--- config.mk ---
export PLATFORM = sky130hd
export DESIGN_NAME = coin_pulse_scheduler
export DESIGN_NICKNAME = d
export VERILOG_FILES = /design/src/rtl/coin_pulse_scheduler.sv
export SDC_FILE = /design/constraint.sdc
export NUM_CORES = 1
export LEC_CHECK = 0
export CORE_UTILIZATION = 37
export DETAILED_ROUTE_END_ITERATION = 6
export SYNTH_ARGS = -nofsm -noshare
export SYNTH_HDL_FRONTEND = slang
export SYNTH_SLANG_ARGS = --single-unit
--- constraint.sdc ---
create_clock -name clk_sys -period 2.6 [get_ports clk_sys]
set_input_delay 0.52 -clock clk_sys [delete_from_list [all_inputs] [get_ports clk_sys]]
set_output_delay 0.52 -clock clk_sys [all_outputs]
set_load 0.005 [all_outputs]
--- src/rtl/coin_pulse_scheduler.sv ---
// Queues coin requests per source and replays them as fixed-width, gap-separated
// pulses on two coin slots. Sources are served round-robin and one pulse is in flight at a time.
module coin_pulse_scheduler #(
  parameter logic [23:0] PULSE_LEN = 24'd600000,
  parameter logic [23:0] GAP_LEN   = 24'd600000,
  parameter logic [3:0]  SLOT_MAP  = 4'b1100
) (
  input  logic       clk_sys,
  input  logic       reset_n,
  input  logic       ce,
  input  logic [3:0] req,
  input  logic       enable,
  input  logic       flush,
  output logic [1:0] coin_out,
  output logic       busy,
  output logic       pend_any,
  output logic [3:0] overflow
);

  typedef enum logic [1:0] {
    S_IDLE  = 2'd0,
    S_PULSE = 2'd1,
    S_GAP   = 2'd2
  } state_t;

  state_t           state_q, state_d;
  logic [3:0]       req_q;
  logic [3:0][3:0]  cnt_q, cnt_d;
  logic [3:0]       ovf_q, ovf_d;
  logic [23:0]      timer_q, timer_d;
  logic [1:0]       last_q, last_d;
  logic [1:0]       coin_q, coin_d;

  logic [3:0]       rise;
  logic [3:0]       nonzero;
  logic             gnt_vld;
  logic [1:0]       gnt_idx;
  logic [1:0]       cand;
  logic             grant;

  assign rise = req & ~req_q;

  always_comb begin
    for (int i = 0; i < 4; i++) begin
      nonzero[i] = (cnt_q[i] != 4'd0);
    end
  end

  // Walk last+4 down to last+1 so the nearest candidate after 'last' is the one left standing.
  always_comb begin
    gnt_vld = 1'b0;
    gnt_idx = last_q;
    cand    = 2'd0;
    for (int k = 4; k >= 1; k--) begin
      cand = last_q + 2'(k);
      if (nonzero[cand]) begin
        gnt_vld = 1'b1;
        gnt_idx = cand;
      end
    end
  end

  assign grant = (state_q == S_IDLE) && enable && gnt_vld;

  always_comb begin
    cnt_d = cnt_q;
    ovf_d = ovf_q;
    for (int i = 0; i < 4; i++) begin
      if (rise[i] && (cnt_q[i] == 4'd15) && !(grant && (gnt_idx == 2'(i)))) begin
        ovf_d[i] = 1'b1;
      end
      if (flush) begin
        cnt_d[i] = 4'd0;
      end else if (rise[i] && !(grant && (gnt_idx == 2'(i)))) begin
        cnt_d[i] = (cnt_q[i] == 4'd15) ? 4'd15 : cnt_q[i] + 4'd1;
      end else if (!rise[i] && grant && (gnt_idx == 2'(i))) begin
        cnt_d[i] = cnt_q[i] - 4'd1;
      end
    end
  end

  always_comb begin
    state_d = state_q;
    timer_d = timer_q;
    coin_d  = coin_q;
    last_d  = last_q;
    case (state_q)
      S_IDLE: begin
        if (grant) begin
          last_d  = gnt_idx;
          timer_d = PULSE_LEN - 24'd1;
          coin_d  = SLOT_MAP[gnt_idx] ? 2'b10 : 2'b01;
          state_d = S_PULSE;
        end
      end
      S_PULSE: begin
        if (ce) begin
          if (timer_q == 24'd0) begin
            coin_d  = 2'b00;
            timer_d = GAP_LEN - 24'd1;
            state_d = S_GAP;
          end else begin
            timer_d = timer_q - 24'd1;
          end
        end
      end
      S_GAP: begin
        if (ce) begin
          if (timer_q == 24'd0) begin
            state_d = S_IDLE;
          end else begin
            timer_d = timer_q - 24'd1;
          end
        end
      end
      default: begin
        state_d = S_IDLE;
        coin_d  = 2'b00;
      end
    endcase
  end

  // last resets to 3 so source 0 is first in line after reset.
  always_ff @(posedge clk_sys or negedge reset_n) begin
    if (!reset_n) begin
      state_q <= S_IDLE;
      req_q   <= 4'b0000;
      cnt_q   <= '0;
      ovf_q   <= 4'b0000;
      timer_q <= 24'd0;
      last_q  <= 2'd3;
      coin_q  <= 2'b00;
    end else begin
      state_q <= state_d;
      req_q   <= req;
      cnt_q   <= cnt_d;
      ovf_q   <= ovf_d;
      timer_q <= timer_d;
      last_q  <= last_d;
      coin_q  <= coin_d;
    end
  end

  assign coin_out = coin_q;
  assign busy     = (state_q != S_IDLE);
  assign pend_any = |nonzero;
  assign overflow = ovf_q;

endmodule
==> report_table.html, run 1 <==
<table>
<tr><th>Metric</th><th>Value</th></tr>
<tr><th colspan="2">Logic synthesis</th></tr>
<tr><td>Mean cell area of the mapped netlist</td><td>8.796 um^2</td></tr>
<tr><td>Netlist area before placement</td><td>3492 um^2</td></tr>
<tr><td>Register bit total from synthesis</td><td>54</td></tr>
<tr><td>Yosys warns</td><td>0</td></tr>
<tr><td>Post-synth ARST share</td><td>100.0%</td></tr>
<tr><td>Post-synthesis cell type count</td><td>64</td></tr>
<tr><td>Prevailing post-synth register cell</td><td>dfrtp_1</td></tr>
<tr><td>Synthesized netlist cell count</td><td>397</td></tr>
<tr><td>Syn Nets</td><td>424</td></tr>
<tr><td>Part of the Yosys area used for sequential elements</td><td>38.77%</td></tr>
<tr><td>Number of enable-type register cells in the synthesized netlist</td><td>0</td></tr>
<tr><th colspan="2">STA</th></tr>
<tr><td>Transition time of the tightest slew-check pin</td><td>0.8098 ns</td></tr>
<tr><td>Clock Skews</td><td>0.006126 ns</td></tr>
<tr><td>Endpoints failing hold</td><td>0</td></tr>
<tr><td>Setup slack of the critical path after layout</td><td>0.1014 ns</td></tr>
<tr><td># setup viols final</td><td>0</td></tr>
<tr><td>Relative max-transition margin</td><td>45.84%</td></tr>
<tr><td>Min cycle time layout</td><td>2.499 ns</td></tr>
<tr><td>Tcrit/Tclk final</td><td>96.10%</td></tr>
<tr><td>Fmax achieved</td><td>0.4002 GHz</td></tr>
<tr><td>Setup repair after global routing missed its margin</td><td>true</td></tr>
<tr><td>Post-route setup TNS</td><td>0 ns</td></tr>
<tr><td>Slew Viols, Final</td><td>0</td></tr>
<tr><td>Final-layout worst hold slack</td><td>0.1211 ns</td></tr>
<tr><th colspan="2">Status</th></tr>
<tr><td>Outcome</td><td>finished clean</td></tr>
<tr><th colspan="2">Critical path</th></tr>
<tr><td>Delay of the slowest cell on the worst path</td><td>0.56 ns</td></tr>
<tr><td>Type of origin of the critical path</td><td>register</td></tr>
<tr><td>Crit path cell chain</td><td>or4_4 -&gt; or4_4 -&gt; o31a_1 -&gt; o21a_4 -&gt; nand3_1 -&gt; xor2_1 -&gt; nor2_1</td></tr>
<tr><td>Data required time of the worst path</td><td>2.81 ns</td></tr>
<tr><td>Crit path capture type</td><td>register</td></tr>
<tr><td>Arrival time at the worst endpoint</td><td>2.70 ns</td></tr>
<tr><td>Cell at the slowest stage of the critical path</td><td>or4_4</td></tr>
<tr><td>Dominant cell type by count on the critical path</td><td>or4_4</td></tr>
<tr><td>Beginning of the worst register-to-register path</td><td>timer_q[18]</td></tr>
<tr><td>Type of the setup path with the least slack</td><td>reg -&gt; reg</td></tr>
<tr><td>Worst Reg-to-Reg Cells</td><td>7</td></tr>
<tr><td>End of the critical path</td><td>timer_q[22]</td></tr>
<tr><td>Crit Reg-Reg Endpoint</td><td>timer_q[22]</td></tr>
<tr><td>Crit path max fanout</td><td>24</td></tr>
<tr><td>Worst setup startpoint</td><td>timer_q[18]</td></tr>
<tr><td>Worst setup slack for register-to-register paths</td><td>0.10 ns</td></tr>
<tr><th colspan="2">Cells and area</th></tr>
<tr><td>Number of nets at the end of the flow</td><td>476</td></tr>
<tr><td>Area overhead of the layout relative to synthesis</td><td>24.54%</td></tr>
<tr><td>End-of-flow core utilization</td><td>47.29%</td></tr>
<tr><td>Number of diodes</td><td>0</td></tr>
<tr><td>Proportion of layout cells with a drive suffix above 1</td><td>20.44%</td></tr>
<tr><td>Final standard cell count with taps included and fillers excluded</td><td>561</td></tr>
<tr><td>Filler cells</td><td>between 800 and 900</td></tr>
<tr><th colspan="2">Floorplan</th></tr>
<tr><td>Die Ht</td><td>99.15 um</td></tr>
<tr><td>Site row count</td><td>35</td></tr>
<tr><td>Full die area</td><td>about 9800 um^2</td></tr>
<tr><td>Floorplan die width</td><td>99.15 um</td></tr>
<tr><td>Core Region</td><td>9196 um^2</td></tr>
<tr><td>Initial Util</td><td>roughly 38%</td></tr>
<tr><td>I/O pin count</td><td>17</td></tr>
<tr><th colspan="2">GRT</th></tr>
<tr><td>Largest net degree at the start of global routing</td><td>between 40 and 50</td></tr>
<tr><td>Number of antenna violations at the first check in global routing</td><td>0</td></tr>
<tr><td>Overflow left after global routing</td><td>0</td></tr>
<tr><td>Number of global-route vias before repair</td><td>around 3000</td></tr>
<tr><td>GRT Resource Usage Total</td><td>16.90%</td></tr>
<tr><td>Global-route wire length before repair</td><td>13640 um</td></tr>
<tr><th colspan="2">Route</th></tr>
<tr><td>Vias after detailed routing</td><td>3164</td></tr>
<tr><td>Number of nets with antenna violations after routing</td><td>0</td></tr>
<tr><td>Detailed Routing Iterations Pass 1</td><td>4</td></tr>
<tr><td>Remaining design rule violation count</td><td>0</td></tr>
<tr><td>Wirelength per Cell</td><td>14.59 um</td></tr>
<tr><td>Final Routed Wirelength</td><td>about 8200 um</td></tr>
<tr><td>DRC violation total after the first TritonRoute iteration</td><td>~120</td></tr>
<tr><td>DR vias/cell</td><td>between 5 and 6</td></tr>
<tr><th colspan="2">Clock network</th></tr>
<tr><td>Clk buf depth</td><td>2</td></tr>
<tr><td>Clock-pin slew on the worst setup and hold paths</td><td>0.10 ns</td></tr>
<tr><td>Htree depth</td><td>2</td></tr>
<tr><td>Insertion delay of the later-clocked pin in the worst-skew pair</td><td>0.31 ns</td></tr>
<tr><td># clock sinks</td><td>54</td></tr>
<tr><td>CTS buffer count</td><td>5</td></tr>
<tr><td>CTS root buffer</td><td>clkbuf_8</td></tr>
<tr><td>CTS tree</td><td>done</td></tr>
<tr><td>Hold_buf cts</td><td>0</td></tr>
<tr><th colspan="2">Power</th></tr>
<tr><td>Ratio of total power to cell area</td><td>between 1000 and 1500 nW/um^2</td></tr>
<tr><td>Leakage Power</td><td>1.891 nW</td></tr>
<tr><td>Largest voltage drop on the vdd net</td><td>0.0005174 V</td></tr>
<tr><th colspan="2">Job</th></tr>
<tr><td>Number of maximum-capacitance constraint violations</td><td>0</td></tr>
<tr><th colspan="2">Placed design</th></tr>
<tr><td>Detailed placer's ending HPWL</td><td>5723 um</td></tr>
<tr><td>Worst-case setup slack after placement</td><td>about 0.050 ns</td></tr>
<tr><td>Routability congestion estimate from global placement</td><td>between 0.8 and 0.9</td></tr>
<tr><td>Inst Count DP</td><td>542</td></tr>
<tr><td>Count of buffers from port buffering</td><td>16</td></tr>
<tr><th colspan="2">Worst hold path</th></tr>
<tr><td>Hold/Removal Path Class</td><td>in -&gt; async</td></tr>
</table>
-- cells in the mapped netlist, types with 7 or more instances --
library cell,number,area [um^2]
o21ai_1,20,100.1
nor4_1,9,56.30
xor2_1,8,70.07
nand2_1,25,93.84
nor3_1,12,60.06
clkbuf_1,7,26.28
inv_1,20,75.07
o21ai_0,13,65.06
a21oi_1,30,150.1
nand3_1,14,70.07
nor2_1,46,172.7
dfrtp_1,52,1301
ha_1,18,225.2
-- sequential cells by signal, indices dropped and copies added (netlist names) --
register / cells
last_q: 2
req_q: 4
state_q: 2
overflow: 4
timer_q: 24
coin_out: 2
cnt_q: 16
-- cells by family after synthesis --
kind of cell | after synthesis | share of synthesized area [%]
AOI/OAI and AO/OA | 118 | 22.14
xor gates and xnor gates | 14 | 3.511
adders and majority gates | 18 | 6.449
buffers and inverters | 34 | 4.049
DFF | 54 | 38.77
muxes | 3 | 0.8957
and+or+nand+nor | 156 | 24.19
-- repair_timing --
item,4_1_cts,5_1_grt
setup endpoints to repair,0,28
setup buffers,0,11
gates resized for setup,0,34
-- worst min-delay path by stage --
stage | to | depth (start not counted)
global route | cnt_q[7] | 1
finish | cnt_q[7] | 1
CTS | cnt_q[7] | 1
global placement | overflow[1] | 1
detailed placement | overflow[2] | 1
floorplan | cnt_q[0] | 0
-- cell type report --
cell class	count	area (um^2)	area share [%]
clock buffer	6	82.58	1.899
timing repair buffer	59	490.5	11.28
sequential	54	1354	31.13
clock inverter	2	60.06	1.381
tap	111	138.9	3.193
inverter	20	75.07	1.726
multi-input combinational	309	2148	49.40
-- layer usage --
layer,GRT usage (%),vias up,part of all wire [%]
met5,0,-,0
met3,2.530,11,3.3
met1,22.71,1528,49
li1,-,1567,-
met4,4.525,0,1.2
met2,28.56,58,47
-- per-stage QoR --
stage                     power (mW)  area [um^2]
final                          5.784         4349
after detailed placement       4.364         3973
after CTS                      5.080         4115
after floorplan                3.437         3492
after global placement         4.310         3973
after global routing           6.230         4349
-- worst max-delay path, delay by kind of cell, from the launching register on --
| kind | cells | cell delay [ns] |
|---|---|---|
| and+or+nand+nor | 4 | 1.20 |
| DFF | 1 | 0.42 |
| xor gates and xnor gates | 1 | 0.16 |
| AOI/OAI and AO/OA | 2 | 0.62 |
-- layout by cell type, fill, tap and decap left out, drive strengths merged, types with 5 or more instances in the layout --
master         Yosys  layout
nor2b              6       6
nand2b             6       6
inv               20      20
a31oi              6       6
ha                18      18
buf                7      44
nand2             26      26
o21ai             33      33
clkbuf             7       6
nand3             14      14
nand3b             5       5
nor2              46      46
a21oi             30      30
xor2               8       8
clkdlybuf4s50      0      15
dfrtp             52      52
nor4               9       9
nor3b              5       5
nor3              14      14
a211oi             6       6
or3                5       5
xnor2              6       6
-- report_power, final --
| group | leakage, nW | internal (mW) | switching [mW] |
|---|---|---|---|
| Clock | 0.0714 | 0.411 | 0.292 |
| Combinational | 1.13 | 1.73 | 1.96 |
| Sequential | 0.690 | 1.11 | 0.276 |
(Power assumes the default switching activity.)
==> run 2, diff against run 1 <==
--- a/config.mk
+++ b/config.mk
@@ -6,6 +6,7 @@
 export NUM_CORES = 1
 export LEC_CHECK = 0
 export CORE_UTILIZATION = 37
+export CTS_BUF_LIST = sky130_fd_sc_hd__clkbuf_4 sky130_fd_sc_hd__clkbuf_8 sky130_fd_sc_hd__clkbuf_16
 export DETAILED_ROUTE_END_ITERATION = 6
 export SYNTH_ARGS = -nofsm -noshare
 export SYNTH_HDL_FRONTEND = slang
==> results of run 2 <==
The final DEF is identical to that of run 1; final timing and power are the same.
==> run 3, diff against run 2 <==
--- a/config.mk
+++ b/config.mk
@@ -5,9 +5,11 @@
 export SDC_FILE = /design/constraint.sdc
 export NUM_CORES = 1
 export LEC_CHECK = 0
+export CORE_MARGIN = 2
 export CORE_UTILIZATION = 37
 export CTS_BUF_LIST = sky130_fd_sc_hd__clkbuf_4 sky130_fd_sc_hd__clkbuf_8 sky130_fd_sc_hd__clkbuf_16
 export DETAILED_ROUTE_END_ITERATION = 6
+export SKIP_LAST_GASP = 1
 export SYNTH_ARGS = -nofsm -noshare
 export SYNTH_HDL_FRONTEND = slang
 export SYNTH_SLANG_ARGS = --single-unit
==> report_table.html, run 3 (synthesis results as in run 1) <==
<table>
<tr><th>Metric</th><th>Value</th></tr>
<tr><th colspan="2">Status</th></tr>
<tr><td>Outcome</td><td>finished clean</td></tr>
<tr><th colspan="2">Clock network</th></tr>
<tr><td>CTS root buffer</td><td>clkbuf_8</td></tr>
<tr><td># clock sinks</td><td>54</td></tr>
<tr><td>Clk buf depth</td><td>2</td></tr>
<tr><td>CTS buffer count</td><td>5</td></tr>
<tr><td>Htree depth</td><td>2</td></tr>
<tr><td>CTS tree</td><td>done</td></tr>
<tr><td>Hold_buf cts</td><td>0</td></tr>
<tr><td>Clock-pin slew on the worst setup and hold paths</td><td>0.10 ns</td></tr>
<tr><td>Insertion delay of the later-clocked pin in the worst-skew pair</td><td>0.31 ns</td></tr>
<tr><th colspan="2">Placed design</th></tr>
<tr><td>Post-place instance area</td><td>4018 um^2</td></tr>
<tr><td>Inst Count DP</td><td>548</td></tr>
<tr><td>Routability congestion estimate from global placement</td><td>~0.9</td></tr>
<tr><td>Detailed placer's ending HPWL</td><td>5808 um</td></tr>
<tr><td>Worst-case setup slack after placement</td><td>0.04706 ns</td></tr>
<tr><td>Count of buffers from port buffering</td><td>16</td></tr>
<tr><th colspan="2">Cells and area</th></tr>
<tr><td>Largest register by flop count</td><td>timer_q</td></tr>
<tr><td>Most frequent standard cell in the layout excluding fill and tap cells</td><td>dfrtp_1</td></tr>
<tr><td>Final standard cell count with taps included and fillers excluded</td><td>560</td></tr>
<tr><td>Registers with the most flip-flops</td><td>timer_q x24, cnt_q x16</td></tr>
<tr><td>Number of diodes</td><td>0</td></tr>
<tr><td>Filler cells</td><td>between 900 and 1000</td></tr>
<tr><td>Proportion of layout cells with a drive suffix above 1</td><td>between 15 and 20%</td></tr>
<tr><td>Number of nets at the end of the flow</td><td>roughly 480</td></tr>
<tr><td>Number of flip-flops under the largest register name</td><td>24</td></tr>
<tr><td>Final design area excluding fillers</td><td>4208 um^2</td></tr>
<tr><td>Most used cells in the layout excluding fill and tap cells</td><td>dfrtp_1 (52), nor2_1 (46), buf_4 (41), a21oi_1 (28), nand2_1 (25)</td></tr>
<tr><td>Area overhead of the layout relative to synthesis</td><td>20.49%</td></tr>
<tr><th colspan="2">Route</th></tr>
<tr><td>Number of nets with antenna violations after routing</td><td>0</td></tr>
<tr><td>Detailed Routing Iterations Pass 1</td><td>4</td></tr>
<tr><td>Remaining design rule violation count</td><td>0</td></tr>
<tr><td>Wirelength per Cell</td><td>14.62 um</td></tr>
<tr><td>DRC violation total after the first TritonRoute iteration</td><td>123</td></tr>
<tr><td>DR vias/cell</td><td>5.607</td></tr>
<tr><td>Final Routed Wirelength</td><td>8185 um</td></tr>
<tr><td>Vias after detailed routing</td><td>3140</td></tr>
<tr><th colspan="2">Floorplan</th></tr>
<tr><td>Core Region</td><td>9196 um^2</td></tr>
<tr><td>I/O pin count</td><td>17</td></tr>
<tr><td>Site row count</td><td>35</td></tr>
<tr><td>Floorplan die width</td><td>101.2 um</td></tr>
<tr><td>Full die area</td><td>roughly 10000 um^2</td></tr>
<tr><td>Initial Util</td><td>37.97%</td></tr>
<tr><td>Die Ht</td><td>101.2 um</td></tr>
<tr><th colspan="2">Critical path</th></tr>
<tr><td>Delay of the slowest cell on the worst path</td><td>slightly below 0.4 ns</td></tr>
<tr><td>Buf+Inv Stages, Crit Path</td><td>3</td></tr>
<tr><td>Data required time of the worst path</td><td>2.79 ns</td></tr>
<tr><td>Cell at the slowest stage of the critical path</td><td>dfrtp_1</td></tr>
<tr><td>Type of origin of the critical path</td><td>register</td></tr>
<tr><td>Crit path max fanout</td><td>6</td></tr>
<tr><td>Crit path cell chain</td><td>inv_1 -&gt; ha_1 -&gt; or3b_1 -&gt; o221ai_1 -&gt; a21o_4 -&gt; nor3_2 -&gt; buf_4 -&gt; buf_4 -&gt; nand2b_1 -&gt; o31ai_1 -&gt; a21oi_1</td></tr>
<tr><td>Dominant cell type by count on the critical path</td><td>buf_4</td></tr>
<tr><td>Arrival time at the worst endpoint</td><td>roughly 2.7 ns</td></tr>
<tr><td>Dominant delay contributor by cell family on the critical path</td><td>compound AO/OA/AOI/OAI gates</td></tr>
<tr><td>Type of the setup path with the least slack</td><td>reg -&gt; reg</td></tr>
<tr><td>Crit path capture type</td><td>register</td></tr>
<tr><th colspan="2">STA</th></tr>
<tr><td>Tcrit/Tclk final</td><td>96.01%</td></tr>
<tr><td>Setup slack of the critical path after layout</td><td>0.1036 ns</td></tr>
<tr><td># setup viols final</td><td>0</td></tr>
<tr><td>Final-layout worst hold slack</td><td>roughly 0.22 ns</td></tr>
<tr><td>Setup repair after global routing missed its margin</td><td>true</td></tr>
<tr><td>Relative max-transition margin</td><td>51.97%</td></tr>
<tr><td>Min cycle time layout</td><td>2.496 ns</td></tr>
<tr><td>Slew Viols, Final</td><td>0</td></tr>
<tr><td>Endpoints failing hold</td><td>0</td></tr>
<tr><td>Transition time of the tightest slew-check pin</td><td>between 0.7 and 0.8 ns</td></tr>
<tr><td>Fmax achieved</td><td>0.4006 GHz</td></tr>
<tr><td>Clock Skews</td><td>0.006418 ns</td></tr>
<tr><th colspan="2">Power</th></tr>
<tr><td>Leakage Power</td><td>around 1.8 nW</td></tr>
<tr><td>Largest voltage drop on the vdd net</td><td>~0.00063 V</td></tr>
<tr><td>Net Sw Frac</td><td>46.32%</td></tr>
<tr><td>Portion of total power attributed to sequential cells</td><td>26.2%</td></tr>
<tr><td>Internal power</td><td>approximately 2.8 mW</td></tr>
<tr><td>P_sw</td><td>2.416 mW</td></tr>
<tr><td>Clock share of power</td><td>roughly 9.0%</td></tr>
<tr><td>Ratio of total power to cell area</td><td>1240 nW/um^2</td></tr>
<tr><td>Final Total Pwr</td><td>5.217 mW</td></tr>
<tr><td>Proportion of power drawn by combinational gates</td><td>64.8%</td></tr>
<tr><th colspan="2">GRT</th></tr>
<tr><td>Largest net degree at the start of global routing</td><td>31</td></tr>
<tr><td>Global-route wire length before repair</td><td>13690 um</td></tr>
<tr><td>Number of global-route vias before repair</td><td>approximately 2900</td></tr>
<tr><td>GRT Resource Usage Total</td><td>16.37%</td></tr>
<tr><td>Overflow left after global routing</td><td>0</td></tr>
<tr><td>Number of antenna violations at the first check in global routing</td><td>0</td></tr>
<tr><th colspan="2">Job</th></tr>
<tr><td>Number of maximum-capacitance constraint violations</td><td>0</td></tr>
<tr><th colspan="2">Worst hold path</th></tr>
<tr><td>Hold/Removal Path Class</td><td>in -&gt; async</td></tr>
</table>
run 3: timing repair:
action	in CTS	in global routing
resized for setup	0	14
endpoints found under the setup margin	0	27
buffers inserted	0	4
endpoints found under the hold margin	0	0
run 3: metrics by stage:
stage	util, %	setup TNS [ns]
finish	45.76	0
detailed placement	43.69	0
CTS	44.60	0
global placement	43.69	0
floorplan	-	0
global route	45.76	-0.3470
run 3: layout make-up:
cell class	count	area (um^2)	share of cell area [%]
tap	111	138.9	3.301
sequential	54	1354	32.17
inverter	20	75.07	1.784
clock buffer	5	68.82	1.635
multi-input combinational	310	2073	49.27
timing repair buffer	58	483.0	11.48
clock inverter	2	15.01	0.3568
run 3: power by group through the flow:
stage | Combinational (mW) | Clock, mW | Sequential (mW)
2_1_floorplan | 2.10 | 0 | 1.34
3_3_place_gp | 3.01 | 0 | 1.35
3_5_place_dp | 3.07 | 0 | 1.35
4_1_cts | 3.08 | 0.497 | 1.34
5_1_grt | 3.73 | 0.532 | 1.40
6_report | 3.38 | 0.471 | 1.36
run 3: worst paths after layout:
path / from / endpoint / slack [ns] / cells past startpoint
worst max-delay path: cnt_q[8] / cnt_q[11] / 0.10 / 11
worst min-delay path: reset_n / cnt_q[7] / 0.22 / 1
worst max register to register: cnt_q[8] / cnt_q[11] / 0.10 / 11
worst min register to register: overflow[0] / overflow[0] / 0.47 / 1
max in group asynchronous: reset_n / timer_q[18] / 1.80 / 2
min in group clk_sys: overflow[0] / overflow[0] / 0.47 / 1
run 3: worst register-to-register path, stage by stage (launching register included):
cell and delay, ns:
dfrtp_1 0.39, inv_1 0.10, ha_1 0.17, or3b_1 0.39, o221ai_1 0.31, a21o_4 0.22, nor3_2 0.05, buf_4 0.17
buf_4 0.13, nand2b_1 0.15, o31ai_1 0.24, a21oi_1 0.06
run 3: per-layer routing:
layer	part of all wire (%)	global-route usage, %	vias up
met2	48	26.69	64
met3	3.5	2.553	8
met4	0.93	4.886	0
met1	48	22.52	1509
met5	0	0	-
li1	-	-	1559
